==> config.mk <==
export PLATFORM = sky130hd
export DESIGN_NAME = marx_int_responder
export DESIGN_NICKNAME = d
export VERILOG_FILES = /design/src/rtl/marx_int_pkg.sv /design/src/rtl/marx_result_fifo.sv /design/src/rtl/marx_int_responder.sv
export SDC_FILE = /design/constraint.sdc
export NUM_CORES = 2
export LEC_CHECK = 0
export ABC_AREA = 1
export BUFFER_PORTS_ARGS = -buffer_cell sky130_fd_sc_hd__buf_4
export CAP_MARGIN = 20
export CORE_ASPECT_RATIO = 1.4
export CORE_MARGIN = 3
export CORE_UTILIZATION = 30
export DETAILED_ROUTE_END_ITERATION = 10
export PLACE_DENSITY_LB_ADDON = 0.1
export SLEW_MARGIN = 5
export SYNTH_ARGS = -nofsm -noshare
export SYNTH_HDL_FRONTEND = slang
export SYNTH_SLANG_ARGS = --single-unit
==> constraint.sdc <==
create_clock -name clk_i -period 15.7 [get_ports clk_i]
set_input_delay 0 -clock clk_i [delete_from_list [all_inputs] [get_ports clk_i]]
set_output_delay 0 -clock clk_i [all_outputs]
set_load 0.05 [all_outputs]
==> src/rtl/marx_int_pkg.sv <==
`default_nettype none
// ============================================================================
// Module      : marx_int_pkg
// Description : Shared definitions for the marx integer responder. Holds the
//               opcode encoding and the bit position of the zero flag in the
//               upstream flag field.
// Revision    : 1.0 - initial release
// ============================================================================
package marx_int_pkg;

    // Downstream opcode encoding (3-bit field).
    typedef enum logic [2:0] {
        MARX_ADD = 3'd0,
        MARX_SUB = 3'd1,
        MARX_MAC = 3'd2,
        MARX_MIN = 3'd3,
        MARX_MAX = 3'd4,
        MARX_AND = 3'd5,
        MARX_OR  = 3'd6,
        MARX_XOR = 3'd7
    } marx_op_e;

    // Position of the zero flag inside the upstream flag vector.
    localparam int MARX_FLAG_ZERO = 0;

endpackage : marx_int_pkg
`default_nettype wire

==> src/rtl/marx_result_fifo.sv <==
`default_nettype none
// ============================================================================
// Module      : marx_result_fifo
// Description : Parameterised synchronous FIFO holding finished results until
//               the upstream consumer takes them. Head entry is presented
//               combinationally; storage, pointers and fill level clear on an
//               asynchronous active-high reset.
// Ports       : clk        - clock
//               rst        - asynchronous active-high reset
//               push       - write push_data this cycle (ignored when full)
//               push_data  - entry to write
//               pop        - drop the head entry this cycle (ignored when empty)
//               full/empty - fill status
//               head       - oldest stored entry
// Revision    : 1.0 - initial release
// ============================================================================
module marx_result_fifo #(
    parameter int WIDTH = 33,
    parameter int DEPTH = 4
) (
    input  logic             clk,
    input  logic             rst,
    input  logic             push,
    input  logic [WIDTH-1:0] push_data,
    input  logic             pop,
    output logic             full,
    output logic             empty,
    output logic [WIDTH-1:0] head
);

    // A 1-entry FIFO still needs a 1-bit pointer to keep the declarations legal.
    localparam int PTR_W = (DEPTH > 1) ? $clog2(DEPTH) : 1;
    localparam int CNT_W = $clog2(DEPTH + 1);

    logic [WIDTH-1:0] r_mem [DEPTH];
    logic [PTR_W-1:0] r_wr_ptr;
    logic [PTR_W-1:0] r_rd_ptr;
    logic [CNT_W-1:0] r_count;

    logic w_push_ok;
    logic w_pop_ok;

    // Pointers wrap explicitly so non-power-of-two depths work.
    function automatic logic [PTR_W-1:0] next_ptr(input logic [PTR_W-1:0] p);
        if (p == PTR_W'(DEPTH - 1)) begin
            return '0;
        end
        return p + PTR_W'(1);
    endfunction

    assign full      = (r_count == CNT_W'(DEPTH));
    assign empty     = (r_count == '0);
    assign w_push_ok = push && !full;
    assign w_pop_ok  = pop && !empty;
    assign head      = r_mem[r_rd_ptr];

    always_ff @(posedge clk or posedge rst) begin
        if (rst) begin
            for (int i = 0; i < DEPTH; i++) begin
                r_mem[i] <= '0;
            end
        end else if (w_push_ok) begin
            r_mem[r_wr_ptr] <= push_data;
        end
    end

    always_ff @(posedge clk or posedge rst) begin
        if (rst) begin
            r_wr_ptr <= '0;
            r_rd_ptr <= '0;
            r_count  <= '0;
        end else begin
            if (w_push_ok) begin
                r_wr_ptr <= next_ptr(r_wr_ptr);
            end
            if (w_pop_ok) begin
                r_rd_ptr <= next_ptr(r_rd_ptr);
            end
            case ({w_push_ok, w_pop_ok})
                2'b10:   r_count <= r_count + CNT_W'(1);
                2'b01:   r_count <= r_count - CNT_W'(1);
                default: r_count <= r_count;
            endcase
        end
    end

endmodule : marx_result_fifo
`default_nettype wire

==> src/rtl/marx_int_responder.sv <==
`default_nettype none
// ============================================================================
// Module      : marx_int_responder
// Description : Integer execution unit on the responder side of the CPU/APU
//               request/result protocol. Requests are accepted on a req/ack
//               handshake, evaluated by the ALU in the accept cycle, carried
//               through LATENCY valid-tagged stages and parked in a result FIFO
//               that drains upstream on valid/ready, strictly in order.
//               A credit counter (pipeline + FIFO occupancy) caps outstanding
//               work at DEPTH, so the FIFO can never overflow.
// Ports       : clk_i, rst_i            - clock, async active-high reset
//               req_ds_s_i / ack_ds_s_o - downstream request handshake
//               type_ds_d_i             - bit 0: signed MIN/MAX
//               operands_ds_d_i         - {c, b, a} packed, a in the low word
//               op_ds_d_i               - opcode (marx_op_e)
//               flags_ds_d_i            - ignored
//               valid_us_s_o / ready_us_s_i - upstream result handshake
//               result_us_d_o, flags_us_d_o - FIFO head (bit 0 = zero flag)
// Constraints : WRESULT == WARG, NARGS >= 3, LATENCY >= 1, DEPTH >= 1, WOP >= 3
// Revision    : 1.0 - initial release
// ============================================================================
module marx_int_responder
    import marx_int_pkg::*;
#(
    parameter int WOP      = 3,
    parameter int WAPUTYPE = 1,
    parameter int WARG     = 32,
    parameter int WRESULT  = 32,
    parameter int NARGS    = 3,
    parameter int NDSFLAGS = 1,
    parameter int NUSFLAGS = 1,
    parameter int LATENCY  = 2,
    parameter int DEPTH    = 4
) (
    input  logic                  clk_i,
    input  logic                  rst_i,
    input  logic                  req_ds_s_i,
    output logic                  ack_ds_s_o,
    input  logic [WAPUTYPE-1:0]   type_ds_d_i,
    input  logic [NARGS*WARG-1:0] operands_ds_d_i,
    input  logic [WOP-1:0]        op_ds_d_i,
    input  logic [NDSFLAGS-1:0]   flags_ds_d_i,
    output logic                  valid_us_s_o,
    input  logic                  ready_us_s_i,
    output logic [WRESULT-1:0]    result_us_d_o,
    output logic [NUSFLAGS-1:0]   flags_us_d_o
);

    localparam int CNT_W  = $clog2(DEPTH + 1);
    localparam int DATA_W = WRESULT + NUSFLAGS;

    // ------------------------------------------------------------------
    // Operand decode
    // ------------------------------------------------------------------
    logic [WARG-1:0] w_a;
    logic [WARG-1:0] w_b;
    logic [WARG-1:0] w_c;
    marx_op_e        w_op;
    logic            w_signed;

    assign w_a      = operands_ds_d_i[0*WARG +: WARG];
    assign w_b      = operands_ds_d_i[1*WARG +: WARG];
    assign w_c      = operands_ds_d_i[2*WARG +: WARG];
    assign w_op     = marx_op_e'(op_ds_d_i[2:0]);
    assign w_signed = type_ds_d_i[0];

    // Inputs (or parts of them) that carry no meaning for this unit.
    logic w_unused;
    logic w_fifo_full;
    assign w_unused = ^{flags_ds_d_i, type_ds_d_i, op_ds_d_i, operands_ds_d_i, w_fifo_full};

    // ------------------------------------------------------------------
    // ALU: evaluated on the live request; only captured on a transfer.
    // ------------------------------------------------------------------
    logic [WRESULT-1:0]  w_alu;
    logic [NUSFLAGS-1:0] w_flags;
    logic                w_a_lt_b;

    always_comb begin
        w_a_lt_b = 1'b0;
        if (w_signed) begin
            w_a_lt_b = ($signed(w_a) < $signed(w_b));
        end else begin
            w_a_lt_b = (w_a < w_b);
        end
    end

    always_comb begin
        w_alu = '0;
        case (w_op)
            MARX_ADD: w_alu = w_a + w_b;
            MARX_SUB: w_alu = w_a - w_b;
            MARX_MAC: w_alu = (w_a * w_b) + w_c;
            MARX_MIN: w_alu = w_a_lt_b ? w_a : w_b;
            MARX_MAX: w_alu = w_a_lt_b ? w_b : w_a;
            MARX_AND: w_alu = w_a & w_b;
            MARX_OR:  w_alu = w_a | w_b;
            MARX_XOR: w_alu = w_a ^ w_b;
            default:  w_alu = '0;
        endcase
    end

    always_comb begin
        w_flags                 = '0;
        w_flags[MARX_FLAG_ZERO] = (w_alu == '0);
    end

    // ------------------------------------------------------------------
    // Handshakes and credit counter
    // ------------------------------------------------------------------
    logic [CNT_W-1:0]  r_cnt;
    logic              w_xfer;
    logic              w_pop;
    logic              w_fifo_empty;
    logic [DATA_W-1:0] w_fifo_head;

    // ack depends only on req and the registered credit count, never on ready.
    assign ack_ds_s_o   = !rst_i && req_ds_s_i && (r_cnt < CNT_W'(DEPTH));
    assign w_xfer       = req_ds_s_i && ack_ds_s_o;
    assign valid_us_s_o = !rst_i && !w_fifo_empty;
    assign w_pop        = valid_us_s_o && ready_us_s_i;

    always_ff @(posedge clk_i or posedge rst_i) begin
        if (rst_i) begin
            r_cnt <= '0;
        end else begin
            case ({w_xfer, w_pop})
                2'b10:   r_cnt <= r_cnt + CNT_W'(1);
                2'b01:   r_cnt <= r_cnt - CNT_W'(1);
                default: r_cnt <= r_cnt;
            endcase
        end
    end

    // ------------------------------------------------------------------
    // Fixed-latency pipeline. No stall is needed: the credit bound
    // guarantees the FIFO has room for everything in flight.
    // ------------------------------------------------------------------
    logic              r_vld  [LATENCY];
    logic [DATA_W-1:0] r_data [LATENCY];

    always_ff @(posedge clk_i or posedge rst_i) begin
        if (rst_i) begin
            for (int i = 0; i < LATENCY; i++) begin
                r_vld[i]  <= 1'b0;
                r_data[i] <= '0;
            end
        end else begin
            r_vld[0] <= w_xfer;
            if (w_xfer) begin
                r_data[0] <= {w_flags, w_alu};
            end
            for (int i = 1; i < LATENCY; i++) begin
                r_vld[i]  <= r_vld[i-1];
                r_data[i] <= r_data[i-1];
            end
        end
    end

    // ------------------------------------------------------------------
    // Result FIFO
    // ------------------------------------------------------------------
    marx_result_fifo #(
        .WIDTH (DATA_W),
        .DEPTH (DEPTH)
    ) u_result_fifo (
        .clk       (clk_i),
        .rst       (rst_i),
        .push      (r_vld[LATENCY-1]),
        .push_data (r_data[LATENCY-1]),
        .pop       (w_pop),
        .full      (w_fifo_full),
        .empty     (w_fifo_empty),
        .head      (w_fifo_head)
    );

    // Outputs are forced to zero whenever no result is presented (incl. reset).
    assign result_us_d_o = valid_us_s_o ? w_fifo_head[WRESULT-1:0]      : '0;
    assign flags_us_d_o  = valid_us_s_o ? w_fifo_head[DATA_W-1:WRESULT] : '0;

endmodule : marx_int_responder
`default_nettype wire

==> run_results.csv <==
group,metric,value,unit
status,status,"completed",
global_route,grt_pass1_vias,30930,
timing,slew_violations,0,
layout,fin_util,32.82,%
synth,synth_top_area_cell,"fa_1",
global_route,grt-ovfl-total,0,
timing,min_period,7.899,ns
route,num_vias,29340,
timing,post-route-period-util,50.31,%
synth,synth.most_common_cell,"nand2_1",
synth,synth_area_leaders,"fa_1 26%, dfrtp_1 16%, nand2_1 13%, inv_1 13%, ha_1 8.4%",
synth,synthArstFlopShare,100.0,%
timing,relSlewSlack,35.84,%
route,first_iter_violations,1783,
floorplan,core.rowCount,145,
clock_network,ctsLongestPathBuffers,3,
synth,ys_ff_latch,210,
global_route,antenna_found_initial,0,
timing,hold_viol,0,
synth,synth-warning-count,0,
placement,place.gp.congestion,0.9408,
layout,syn2layout_area_growth,8.461,%
synth,syn_area_per_cell,7.155,um2
route,first_pass_iters,7,
clock_network,cts-root-buf,"clkbuf_16",
synth,synth-edff-count,0,
worst_setup_path,max_stage_delay,0.77,ns
layout,regArea,5256,um2
timing,max_slew.worst_pin.slew,0.9523,ns
run,maxCapViolations,0,
clock_network,clkTransAtPathRegs,0.07,ns
placement,numPortBuffers,138,
layout,layout-drive-gt1-share,6.986,%
floorplan,initial_core_util,30.26,%
floorplan,core,111600,um2
floorplan,io-pin-count,140,
timing,setup_viol,0,
synth,yosysUniqueCellTypes,56,
worst_setup_path,worst_path_max_delay_cell,"o21ai_0",
global_route,grt_start_max_net_pins,90,
synth,syn-instance-count,4719,
global_route,grt_pass1_wl,190.0,mm
synth,synth_common_cells,"1176 x nand2_1, 1166 x inv_1, 442 x fa_1",
timing,finClkSkew,0.01043,ns
global_route,grt_usage,21.58,%
synth,syn-num-nets,5493,
worst_hold_path,hp-class,"in2reg",
route,postRouteAntennaNets,0,
clock_network,cts_setup_buffers,0,
worst_setup_path,critical_path.max_fanout,21,
timing,holdWs,0.06615,ns
worst_setup_path,path_common_cell,"fa_1",
floorplan,die_area,116700,um2
synth,synth_ff_type,"dfrtp_1",
worst_setup_path,arrival,8.34,ns
clock_network,cts.sinks,210,
layout,fill_cells,12290,
synth,synth_top_area_share,26.21,%
clock_network,cts_buffers,18,
layout,nets,5457,
synth,netlist_area,33760,um2
timing,fmax,126.6,MHz
synth,synth-seq-area-share,15.56,%
worst_setup_path,cp-start-kind,"input pin",
route,drcViolationCount,0,
worst_setup_path,crit_path_end_kind,"register",
timing,final.setup.tns,0,ns
floorplan,die_h,402.9,um
layout,multi_input_area,23210,um2
timing,rsz0062_at_grt,"no",
route,routedWlPerCell,20.26,um
placement,dp.cells,6130,
placement,dp_hpwl,96.73,mm
floorplan,die_x,289.5,um
clock_network,h-tree-depth,1,
route,viasPerCell,4.757,
clock_network,cts_tree,"built",
worst_setup_path,crit_type,"in2reg",
route,routed_wl,124.9,mm
worst_setup_path,crit_required,16.14,ns
clock_network,clk_latency,0.50,ns
layout,final_cell_count_no_fill,6167,
metrics by stage:
stage	setup slack (ns)	instance area, um2
after floorplan	9.064	33760
after global placement	7.233	35970
after detailed placement	7.204	35970
after CTS	7.716	36610
after global routing	7.663	36610
final	7.801	36620
worst max-delay path, delay by kind of cell:
family,cells,cell delay (ns)
adders and majority gates,10,5.01
AOI/OAI and AO/OA,4,1.28
and+or+nand+nor,8,1.39
buffers and inverters,5,0.61
path summary, 6_finish.rpt:
check                                         startpoint                        to  slack [ns]  cells after the start
worst max-delay path                 operands_ds_d_i[13]                r_data[65]        7.80                     27
worst min-delay path                 operands_ds_d_i[61]                r_data[62]        0.07                      5
worst max register to register  u_result_fifo.r_count[1]  u_result_fifo.r_count[2]       13.10                     11
worst min register to register                  r_vld[1]                  r_vld[0]        0.36                      0
max in group asynchronous                          rst_i                r_data[36]       14.13                      4
min in group asynchronous                          rst_i  u_result_fifo.r_count[0]        0.16                      3
sequential cells by signal (all words and copies together), names as in the netlist:
| signal | cells |
|---|---|
| u_result_fifo.r_mem | 132 |
| r_data | 66 |
| r_cnt | 3 |
| u_result_fifo.r_count | 3 |
| r_vld | 2 |
| u_result_fifo.r_rd_ptr | 2 |
| u_result_fifo.r_wr_ptr | 2 |
layout make-up:
| type | instances | share of cell area (%) |
|---|---|---|
| Sequential cell | 210 | 14.35 |
| Clock inverter | 7 | 0.2528 |
| Clock buffer | 25 | 1.442 |
| Timing Repair Buffer | 162 | 3.335 |
| Multi-Input combinational cell | 3104 | 63.39 |
| Antenna cell | 2 | 0.01367 |
| Tap cell | 1470 | 5.023 |
| Inverter | 1187 | 12.19 |
cells in the final DEF (no fill, tap or decap), drive strengths merged, types with 15 or more instances in the layout:
cell type | synthesis | routed
o211ai | 28 | 28
nor2 | 219 | 219
fa | 442 | 442
o22ai | 15 | 15
xor2 | 25 | 25
a21oi | 258 | 258
dfrtp | 210 | 210
clkbuf | 163 | 25
mux2 | 66 | 66
inv | 1183 | 1183
o21ai | 267 | 267
nand4 | 32 | 32
nand2 | 1182 | 1182
buf | 55 | 160
nor3 | 33 | 33
ha | 227 | 227
nand3 | 214 | 214
per-layer routing:
| layer | GRT usage [%] | vias up | part of all wire, % |
|---|---|---|---|
| li1 | - | 14060 | - |
| met1 | 26.27 | 14490 | 41 |
| met2 | 40.65 | 630 | 53 |
| met3 | 1.215 | 161 | 3.1 |
| met4 | 6.030 | 0 | 3.0 |
| met5 | 0 | - | 0 |
repair_timing:
item	CTS	global route
endpoints found under the hold margin	87	0
hold buffers	2	0
resized for setup	0	0
cells by family (layout without fill, tap and decap cells):
logic type / Yosys count / in the layout / share of synthesized area (%)
XOR/XNOR: 31 / 31 / 0.8042
other: 0 / 2 / 0
AND/OR/NAND/NOR: 1709 / 1709 / 20.68
multiplexers: 66 / 66 / 2.201
flip-flops: 210 / 210 / 15.56
AO/OA/AOI/OAI: 629 / 629 / 10.24
buffers and inverters: 1405 / 1381 / 15.89
adder cells (fa/ha/maj): 669 / 669 / 34.62
Power is not shown: default switching activity piles up to over one toggle a cycle in this logic, so the estimate is an artifact.
